[src/rtl/led_seq_ctrl_if.sv]
// Configuration channel for the LED sequencer: a valid/ready request
// carrying a pattern mode and a step period.
interface led_seq_ctrl_if #(
  parameter int CNT_W = 32
);
  logic             cfg_valid;
  logic             cfg_ready;
  logic [2:0]       cfg_mode;
  logic [CNT_W-1:0] cfg_period;

  modport master (output cfg_valid, output cfg_mode, output cfg_period, input cfg_ready);
  modport slave  (input cfg_valid, input cfg_mode, input cfg_period, output cfg_ready);
endinterface

[src/rtl/led_seq_ctrl.sv]
// LED bank sequencer: prescaler-driven step enable, mode FSM (RUN/HOLD/APPLY),
// and pattern generator producing registered active-low LED drive.
module led_seq_ctrl #(
  parameter int unsigned CLK_DIV = 10000000,
  parameter int          CNT_W   = 32,
  parameter int          LED_W   = 4
) (
  input  logic             clk,
  input  logic             nrst,
  led_seq_ctrl_if.slave    cfg,
  input  logic             pause,
  output logic [LED_W-1:0] led,
  output logic             step_tick,
  output logic [2:0]       mode_cur
);

  typedef enum logic [1:0] {ST_RUN, ST_HOLD, ST_APPLY} state_t;

  localparam logic [2:0]       MODE_ROT_L  = 3'd1;
  localparam logic [2:0]       MODE_ROT_R  = 3'd2;
  localparam logic [2:0]       MODE_BOUNCE = 3'd3;
  localparam logic [2:0]       MODE_BLINK  = 3'd4;
  localparam logic [2:0]       MODE_COUNT  = 3'd5;
  localparam logic             DIR_UP      = 1'b0;
  localparam logic             DIR_DN      = 1'b1;
  localparam logic [CNT_W-1:0] PERIOD_DEF  = CNT_W'(CLK_DIV);
  localparam logic [LED_W-1:0] POS_LAST    = LED_W'(LED_W - 1);
  localparam logic [LED_W-1:0] POS_ONE     = LED_W'(1);

  state_t           r_state;
  state_t           w_state_next;
  logic [CNT_W-1:0] r_presc;
  logic [CNT_W-1:0] r_period;
  logic [LED_W-1:0] r_pos;
  logic             r_dir;
  logic [LED_W-1:0] r_led;
  logic             r_tick;
  logic [2:0]       r_mode;
  logic [2:0]       r_mode_pend;

  logic             w_ready;
  logic             w_accept;
  logic             w_count_en;
  logic             w_terminal;
  logic [LED_W-1:0] w_pos_next;
  logic             w_dir_next;
  logic [2:0]       w_sel_mode;
  logic [LED_W-1:0] w_sel_pos;
  logic [LED_W-1:0] w_onehot;
  logic [LED_W-1:0] w_onehot_rev;
  logic [LED_W-1:0] w_led_next;

  assign w_ready    = (r_state != ST_APPLY);
  assign w_accept   = cfg.cfg_valid & w_ready;
  // A request or a pause in the terminal cycle swallows that step.
  assign w_count_en = (r_state == ST_RUN) & ~w_accept & ~pause;
  assign w_terminal = (r_presc == r_period - CNT_W'(1));

  always_ff @(posedge clk or negedge nrst) begin
    if (!nrst) begin
      r_state <= ST_RUN;
    end else begin
      r_state <= w_state_next;
    end
  end

  always_comb begin
    w_state_next = r_state;
    case (r_state)
      ST_RUN: begin
        if (w_accept)   w_state_next = ST_APPLY;
        else if (pause) w_state_next = ST_HOLD;
      end
      ST_HOLD: begin
        if (w_accept)    w_state_next = ST_APPLY;
        else if (!pause) w_state_next = ST_RUN;
      end
      ST_APPLY: begin
        w_state_next = pause ? ST_HOLD : ST_RUN;
      end
      default: w_state_next = ST_RUN;
    endcase
  end

  always_comb begin
    w_pos_next = r_pos;
    w_dir_next = r_dir;
    case (r_mode)
      MODE_ROT_L, MODE_ROT_R: begin
        w_pos_next = (r_pos == POS_LAST) ? '0 : r_pos + POS_ONE;
      end
      MODE_BOUNCE: begin
        if (r_dir == DIR_UP) begin
          if (r_pos == POS_LAST) begin
            w_pos_next = r_pos - POS_ONE;
            w_dir_next = DIR_DN;
          end else begin
            w_pos_next = r_pos + POS_ONE;
          end
        end else begin
          if (r_pos == '0) begin
            w_pos_next = r_pos + POS_ONE;
            w_dir_next = DIR_UP;
          end else begin
            w_pos_next = r_pos - POS_ONE;
          end
        end
      end
      MODE_BLINK: w_pos_next = r_pos ^ POS_ONE;
      MODE_COUNT: w_pos_next = r_pos + POS_ONE;
      default:    w_pos_next = r_pos;
    endcase
  end

  // During APPLY the generator shows the first pattern of the pending mode.
  assign w_sel_mode = (r_state == ST_APPLY) ? r_mode_pend : r_mode;
  assign w_sel_pos  = (r_state == ST_APPLY) ? '0 : w_pos_next;
  assign w_onehot   = POS_ONE << w_sel_pos;

  genvar gi;
  generate
    for (gi = 0; gi < LED_W; gi++) begin : g_rev
      assign w_onehot_rev[gi] = w_onehot[LED_W-1-gi];
    end
  endgenerate

  always_comb begin
    w_led_next = '1;
    case (w_sel_mode)
      MODE_ROT_L, MODE_BOUNCE: w_led_next = ~w_onehot;
      MODE_ROT_R:              w_led_next = ~w_onehot_rev;
      MODE_BLINK:              w_led_next = {LED_W{w_sel_pos[0]}};
      MODE_COUNT:              w_led_next = ~w_sel_pos;
      default:                 w_led_next = '1;
    endcase
  end

  always_ff @(posedge clk or negedge nrst) begin
    if (!nrst) begin
      r_presc     <= '0;
      r_period    <= PERIOD_DEF;
      r_pos       <= '0;
      r_dir       <= DIR_UP;
      r_led       <= '1;
      r_tick      <= 1'b0;
      r_mode      <= 3'd0;
      r_mode_pend <= 3'd0;
    end else begin
      r_tick <= 1'b0;
      if (w_accept) begin
        r_mode_pend <= cfg.cfg_mode;
        r_period    <= (cfg.cfg_period == '0) ? PERIOD_DEF : cfg.cfg_period;
      end
      if (r_state == ST_APPLY) begin
        r_presc <= '0;
        r_pos   <= '0;
        r_dir   <= DIR_UP;
        r_mode  <= r_mode_pend;
        r_led   <= w_led_next;
      end else if (w_count_en) begin
        if (w_terminal) begin
          r_presc <= '0;
          r_pos   <= w_pos_next;
          r_dir   <= w_dir_next;
          r_led   <= w_led_next;
          r_tick  <= 1'b1;
        end else begin
          r_presc <= r_presc + CNT_W'(1);
        end
      end
    end
  end

  assign cfg.cfg_ready = w_ready;
  assign led           = r_led;
  assign step_tick     = r_tick;
  assign mode_cur      = r_mode;

endmodule

[src/flat_wrapper.sv]
// flat-port wrapper written by rule: the top's interface ports become plain ports
module led_seq_ctrl_flat 
#(
  parameter int unsigned CLK_DIV = 10000000,
  parameter int          CNT_W   = 32,
  parameter int          LED_W   = 4
)
  (clk, nrst, pause, led, step_tick, mode_cur, cfg_cfg_valid, cfg_cfg_mode, cfg_cfg_period, cfg_cfg_ready);
  led_seq_ctrl_if #(.CNT_W(CNT_W)) cfg_i ();
  input  logic clk;
  input  logic nrst;
  input  logic pause;
  output logic [LED_W-1:0] led;
  output logic step_tick;
  output logic [2:0] mode_cur;
  input wire logic [$bits(cfg_i.cfg_valid)-1:0] cfg_cfg_valid;
  input wire logic [$bits(cfg_i.cfg_mode)-1:0] cfg_cfg_mode;
  input wire logic [$bits(cfg_i.cfg_period)-1:0] cfg_cfg_period;
  output wire logic [$bits(cfg_i.cfg_ready)-1:0] cfg_cfg_ready;
  assign cfg_i.cfg_valid = cfg_cfg_valid;
  assign cfg_i.cfg_mode = cfg_cfg_mode;
  assign cfg_i.cfg_period = cfg_cfg_period;
  assign cfg_cfg_ready = cfg_i.cfg_ready;
  led_seq_ctrl #(.CLK_DIV(CLK_DIV), .CNT_W(CNT_W), .LED_W(LED_W)) u_core (.clk(clk), .nrst(nrst), .cfg(cfg_i), .pause(pause), .led(led), .step_tick(step_tick), .mode_cur(mode_cur));
endmodule
[config.mk]
export PLATFORM = sky130hd
export DESIGN_NAME = led_seq_ctrl_flat
export DESIGN_NICKNAME = d
export VERILOG_FILES = /design/src/rtl/led_seq_ctrl_if.sv /design/src/rtl/led_seq_ctrl.sv /design/src/flat_wrapper.sv
export SDC_FILE = /design/constraint.sdc
export NUM_CORES = 1
export LEC_CHECK = 0
export ABC_AREA = 1
export BUFFER_PORTS_ARGS = -buffer_cell sky130_fd_sc_hd__buf_2
export CAP_MARGIN = 30
export CELL_PAD_IN_SITES_DETAIL_PLACEMENT = 1
export CELL_PAD_IN_SITES_GLOBAL_PLACEMENT = 1
export CORE_MARGIN = 2
export CORE_UTILIZATION = 30
export CTS_CLUSTER_SIZE = 16
export DETAILED_ROUTE_END_ITERATION = 10
export PLACE_DENSITY = 0.65
export SETUP_SLACK_MARGIN = 0.02
export SYNTH_ARGS = -nofsm -noshare
export SYNTH_HDL_FRONTEND = slang
export SYNTH_SLANG_ARGS = --single-unit
export TNS_END_PERCENT = 30
[constraint.sdc]
create_clock -name clk -period 2.75 [get_ports clk]
set_clock_uncertainty 0.2 [all_clocks]
set_input_delay 0.1375 -clock clk [delete_from_list [all_inputs] [get_ports clk]]
set_output_delay 0.1375 -clock clk [all_outputs]
set_load 0.05 [all_outputs]
==> reports/summary.txt, run 1 <==
Final WL = 21.44 mm
Clock Latency Late Sink = 350 ps
Pin count of the biggest net entering global routing = 57
Adder-cell share of the synthesized area = 0.008069
Outcome = completed
Via count = 6259
Clock share of power = 0.246
Gr ovfl total = 0
Initial DRC count = 248
CTS tree = yes
Fmax achieved = 381.5 MHz
Num ports = 48
Top post-synthesis cells by count = nand2_1, nor2_1, inv_1, dfrtp_1, nand3_1
Design area = 7939 µm²
Switching part of the total = 0.4248
Inserted Clock Buffers = 9
Area leader, netlist = dfrtp_1
Leakage = 0.003603 µW
Top-count cell post-synth = nand2_1
First-pass GRT wire length = 34.13 mm
Clock net sink count = 82
Mapped Nets = 942
Net count, final = 1058
TritonRoute pass-1 iters = 4
Chip Height = 147.8 µm
Drt wl/cell = 16.62 µm
# port buffers = 47
Reg-to-reg setup timing slack = 130 ps
Warnings from Yosys = 0
Number of cell rows = 52
Core Area = 20230 µm²
Clk root buf = clkbuf_16
DIE AREA = 21840 µm²
Final worst setup slack = 128.5 ps
Post-DRT Antenna Nets = 0
Top_reg_cell synth = dfrtp_1
Fraction of layout cells with a size suffix above 1 = 0.2255
Via/cell ratio = 4.852
Post-synthesis mux area share = 0.02179
Crit path kind = flip-flop to flip-flop
Vias in the first global route = 6428
Slew Viols, Final = 0
Die width = 147.8 µm
Pwr dens = 652.7 nW/µm²
Worst setup EP type = flip-flop
Post-synth EDFFs = 0
Maximum vdd drop = 0.0004375 V
Final cycle utilization of the critical path = 0.9533
Mean Syn Cell Area = 6.899 µm²
RSZ-0062 raised after global routing = true
Crit path max fanout = 8
Footprint of the multi-input gates = 3825 µm²
Routability cong. = 0.8458
Post-synthesis xor/xnor area fraction = 0.08453
Initial antenna violation count = 0
Least-Margin Pin Slew = 510.1 ps
Switch Pwr = 2201 µW
#FFs+latches synth = 82
Synthesis-to-finish area growth = 28.00%
Clk slew on worst S/H paths = 70 ps
Internal power = 2980 µW
Drc violations = 0
Fraction of registers with async set/reset = 1.000
Filler Cells Inserted = 2554
Minimum clock period = 2621 ps
Max Cap Viol = 0
Post-synthesis compound-gate area fraction = 0.08796
Gr usage total = 0.1991
Gate power share = 0.425
DP HPWL = 16.05 mm
CP Launch Type = flip-flop
Arrival time worst endpoint = 2670 ps
Unique cell type count in the Yosys netlist = 40
HP Class = primary input to flip-flop
Sequential Power Share = 0.329
Utilization after layout = 0.3923
Setup Viol. Count Final = 0
Largest family of logic cells by synthesized area = simple AND/OR/NAND/NOR gates
Top cells by area, synth = dfrtp_1, nand2_1, nor2_1
Place WS = -70.21 ps
Sequential area share after synthesis = 0.3333
Initial Util = 0.3065
Ant. Diodes = 0
Post-DP Area = 6878 µm²
Yosys top cell area share = 0.2824
Synth Area in Simple Gates = 0.3821
H-tree Lvls = 3
Worst Path Required = 2790 ps
Mapped Cells = 899
Final hold vios = 0
Mapped Area = 6202 µm²
Register Area = 2073 µm²
Slew margin rel. = 0.6588
Worst-case clock buffer depth = 2
-- sequential cells by signal, indices dropped and copies added, names as in the netlist --
register and cells:
u_core.r_period 32, u_core.mode_cur 3, u_core.led 4, u_core.r_dir 1, u_core.r_state 2, u_core.r_pos 4
u_core.r_presc 32, u_core.r_mode_pend 3, u_core.step_tick 1
-- repair_timing --
item / 4_1_cts / 5_1_grt
endpoints found under the hold margin: 87 / 0
setup buffers: 0 / 13
gates cloned: 0 / 1
pin swaps: 1 / 10
hold buffers: 41 / 0
setup endpoints to repair: 10 / 41
gates resized for setup: 3 / 59
-- metrics by stage --
step | hold WS (ps) | setup TNS, ps | power [µW] | cells
finish | 75.92 | 0 | 5182 | 1290
global route | 135.6 | -140.6 | 5576 | 1290
CTS | 70.48 | 0 | 5100 | 1276
detailed placement | -62.34 | -309.2 | 3746 | 1219
global placement | -65.82 | 0 | 3720 | 1219
floorplan | -358.1 | 0 | 3127 | 899
-- layout make-up --
cell class                      instances  share of cell area
Multi-Input combinational cell        699              0.4818
Tap cell                              270             0.04255
Sequential cell                        82              0.2612
Clock inverter                          4            0.006304
Inverter                               95             0.04492
Clock buffer                           12             0.03231
Timing Repair Buffer                  128              0.1310
-- critical path, stage by stage (launching register included) --
cell	delay (ps)
dfrtp_1	390
inv_2	100
ha_4	180
nand2_2	90
nor2_4	210
buf_6	130
nand3_1	70
nand2_1	90
nand2_1	90
a21oi_2	130
nand3_1	100
nor2_2	100
nand3_2	150
nand2_4	180
nand2_2	150
nand2_1	90
nand2_1	50
-- layout by cell type (no fill, tap or decap), types with 4 or more instances in the layout --
cell           Yosys  routed
dfrtp_2            0       5
xnor2_1           23      23
buf_12             3       5
nor2_1           118      98
inv_1             93      91
nor3_1            17      16
mux2_2            12      12
nor4_1             8       7
dlygate4sd3_1      0      41
a21oi_1           20      19
buf_2              5      46
o21ai_0           37      37
nor2_2            10      18
dfrtp_1           70      65
clkbuf_16          0      10
inv_2              2       4
buf_4              1      32
a21oi_2           20      21
nand2_1          254     243
xor2_1            35      34
or2_2              4       4
nand2_2            8      19
nand3b_1           7       7
nor2_4             7      19
dfstp_2           12      12
nand4_1           24      24
nand3_1           68      67
-- cells by family (layout without fill, tap and decap cells) --
logic type               after synthesis  count (layout)
AO/OA/AOI/OAI                         90              90
adder cells (fa/ha/maj)                4               4
flip-flops                            82              82
buffers and inverters                118             239
XOR/XNOR                              59              59
multiplexers                          12              12
AND/OR/NAND/NOR                      534             534
-- power groups by stage --
| stage | Combinational (µW) | Sequential (µW) | Clock, µW |
|---|---|---|---|
| 3_5_place_dp | 2040 | 1700 | 0 |
| 2_1_floorplan | 1350 | 1780 | 0 |
| 6_report | 2200 | 1700 | 1270 |
| 4_1_cts | 2110 | 1680 | 1310 |
| 5_1_grt | 2480 | 1740 | 1350 |
| 3_3_place_gp | 2020 | 1700 | 0 |
-- routing by layer --
| metal | track usage | up-vias | share of wire |
|---|---|---|---|
| met3 | 0.02315 | 20 | 0.020 |
| li1 | - | 3119 | - |
| met2 | 0.3472 | 48 | 0.50 |
| met4 | 0.05673 | 0 | 0.015 |
| met5 | 0 | - | 0 |
| met1 | 0.2604 | 3072 | 0.46 |
-- worst paths after layout --
kind / depth (start not counted) / to / from
min in group asynchronous: 2 / u_core.r_period[25]$_DFFE_PN0P_ / nrst
max in group asynchronous: 3 / u_core.r_period[9]$_DFFE_PN1P_ / nrst
setup reg to reg: 16 / u_core.r_pos[2]$_DFFE_PN0P_ / u_core.r_period[0]$_DFFE_PN0P_
setup / recovery: 16 / u_core.r_pos[2]$_DFFE_PN0P_ / u_core.r_period[0]$_DFFE_PN0P_
hold reg to reg: 2 / u_core.led[0]$_DFFE_PN1P_ / u_core.led[0]$_DFFE_PN1P_
hold / removal: 4 / u_core.step_tick$_DFF_PN0_ / cfg_cfg_valid
Power figures use the tool's default switching activity.
==> run 2, diff against run 1 <==
- PLACE_DENSITY: 0.65 -> 0.67
- clock period: 2.75 -> 2.3 ns (I/O delays scaled with it)
==> reports/summary.txt, run 2 (same netlist as run 1, synthesis figures left out) <==
Pin count of the biggest net entering global routing = 57 (unchanged)
Initial DRC count = 277 (was 248)
Net count, final = 1184 (was 1058)
Switching part of the total = 0.4013 (was 0.4248)
Core Area = 20230 µm² (unchanged)
Maximum vdd drop = 0.0005520 V (was 0.0004375 V)
Outcome = finished, violations left (was completed)
Fraction of layout cells with a size suffix above 1 = 0.3133 (was 0.2255)
Clock share of power = 0.250 (was 0.246)
Clk slew on worst S/H paths = 70 ps (about the same)
Drt wl/cell = 16.64 µm (was 16.62 µm)
Most common cell after layout, fill and taps aside = nand2_1 (unchanged)
Final worst setup slack = -334.9 ps (was 128.5 ps)
RSZ-0062 raised after global routing = true (unchanged)
Final hold vios = 0 (unchanged)
Initial Util = 0.3065 (unchanged)
DP HPWL = 17.32 mm (was 16.05 mm)
Setup Viol. Count Final = 42 (was 0)
Sequential Power Share = 0.283 (was 0.329)
Biggest regs = u_core.r_period x32, u_core.r_presc x32 (unchanged)
Post-DRT Antenna Nets = 0 (unchanged)
Gr usage total = 0.2161 (was 0.1991)
CP Launch Type = flip-flop (unchanged)
FF-to-FF Start = u_core.r_period[19]$_DFFE_PN1P_ (was u_core.r_period[0]$_DFFE_PN0P_)
Switch Pwr = 2768 µW (was 2201 µW)
First-pass GRT wire length = 37.20 mm (was 34.13 mm)
Clk root buf = clkbuf_16 (unchanged)
Least-Margin Pin Slew = 524.1 ps (was 510.1 ps)
Utilization after layout = 0.4433 (was 0.3923)
Num ports = 48 (unchanged)
Arrival time worst endpoint = 2680 ps (was 2670 ps)
Clock net sink count = 82 (unchanged)
DIE AREA = 21840 µm² (unchanged)
Leakage = 0.004248 µW (was 0.003603 µW)
Clock Latency Late Sink = 350 ps (about the same)
CTS tree = yes (unchanged)
Drc violations = 0 (unchanged)
Worst setup EP type = flip-flop (unchanged)
Gate power share = 0.467 (was 0.425)
Post-DP Area = 7830 µm² (was 6878 µm²)
Final WL = 23.57 mm (was 21.44 mm)
Initial antenna violation count = 0 (unchanged)
Die width = 147.8 µm (unchanged)
Max Cap Viol = 0 (unchanged)
# port buffers = 47 (unchanged)
Worst Path Required = 2340 ps (was 2790 ps)
Chip Height = 147.8 µm (unchanged)
Crit path max fanout = 6 (was 8)
Minimum clock period = 2635 ps (was 2621 ps)
Inserted Clock Buffers = 9 (unchanged)
Vias in the first global route = 7097 (was 6428)
Most frequent cells in the layout = nand2_1, buf_4, nor2_1 (was nand2_1, nor2_1, inv_1)
Ant. Diodes = 0 (unchanged)
HP Class = primary input to async pin (was primary input to flip-flop)
Pwr dens = 768.8 nW/µm² (was 652.7 nW/µm²)
Slew Viols, Final = 0 (unchanged)
Crit path kind = flip-flop to flip-flop (unchanged)
Via count = 6800 (was 6259)
TritonRoute pass-1 iters = 4 (unchanged)
Failing checks = negative setup slack
Synthesis-to-finish area growth = 44.62% (was 28.00%)
Worst-case clock buffer depth = 2 (unchanged)
CP Launch Point = u_core.r_period[19]$_DFFE_PN1P_ (was u_core.r_period[0]$_DFFE_PN0P_)
Internal power = 4129 µW (was 2980 µW)
H-tree Lvls = 3 (unchanged)
Number of cell rows = 52 (unchanged)
Design area = 8970 µm² (was 7939 µm²)
Fmax achieved = 379.5 MHz (was 381.5 MHz)
Gr ovfl total = 0 (unchanged)
Routability cong. = 0.8983 (was 0.8458)
Via/cell ratio = 4.802 (was 4.852)
Slew margin rel. = 0.6494 (was 0.6588)
Final cycle utilization of the critical path = 1.146 (was 0.9533)
[run 2: cell count changes in the layout (fill, tap and decap cells not counted), sizes merged]
cell    previous run  this run
buf               86       210
bufinv             1         3
[run 2: critical path, cell delays in order (launching register included)]
cell and delay (ps):
dfstp_2 560, buf_4 120, xor2_1 380, nand4_1 170
nand2_1 130, nand2_1 80, inv_1 60, nand3_1 70
nor2_2 180, nand3_4 140, nand2_8 160, buf_12 130
nand2_4 40, nand2_2 60, nand2_1 40
[run 2: path summary, 6_finish.rpt]
check	depth (start not counted)	endpoint	slack (ps)
min reg2reg	1	u_core.r_state[1]$_DFFE_PN0P_	260
max	14	u_core.r_dir$_DFFE_PN0P_	-330
min in group clk	4	u_core.r_state[1]$_DFFE_PN0P_	120
max reg2reg	14	u_core.r_dir$_DFFE_PN0P_	-330
min	2	u_core.r_presc[21]$_DFFE_PN0P_	40
max in group asynchronous	3	u_core.r_period[7]$_DFFE_PN1P_	1180
[run 2: layout make-up]
| cell class | count | area [µm²] |
|---|---|---|
| sequential | 82 | 2069 |
| inverter | 95 | 359.1 |
| timing repair buffer | 254 | 2009 |
| fill | 2537 | 11260 |
| multi-input combinational | 699 | 3841 |
| tap | 270 | 337.8 |
| clock inverter | 6 | 113.9 |
| clock buffer | 10 | 239.0 |
[run 2: metrics by stage]
stage,worst slack [ps],total power (µW),instances,setup TNS [ps],hold WS (ps)
2_1_floorplan,34.53,3753,899,0,-380.6
3_3_place_gp,-384.5,4891,1342,-11630,-132.5
3_5_place_dp,-416.2,4947,1342,-12240,-130.7
4_1_cts,-260.5,6766,1400,-8713,44.22
5_1_grt,-441.7,7376,1416,-16900,79.08
6_report,-334.9,6896,1416,-12120,36.02
[run 2: metal layers]
layer  share of wire  global-route usage  wire length [µm]
met2            0.51              0.3791             12070
met3           0.018             0.02377               424
met4           0.013             0.05385               299
met1            0.46              0.2847             10780
met5               0                   0                 0
[run 2: power by group through the flow]
stage / clock network, µW / logic, µW / registers [µW]
after floorplan: 0 / 1630 / 2130
after global placement: 0 / 2940 / 1950
after detailed placement: 0 / 2990 / 1960
after CTS: 1740 / 3090 / 1930
after global routing: 1800 / 3590 / 1980
final: 1720 / 3220 / 1950
[run 2: repair_timing]
| item | in CTS | in global routing |
|---|---|---|
| endpoints found under the hold margin | 110 | 0 |
| gates resized for setup | 13 | 47 |
| setup endpoints to repair | 42 | 48 |
| pin swaps | 4 | 26 |
| hold buffers | 41 | 0 |
| cloned | 0 | 3 |
| buffers inserted | 1 | 13 |
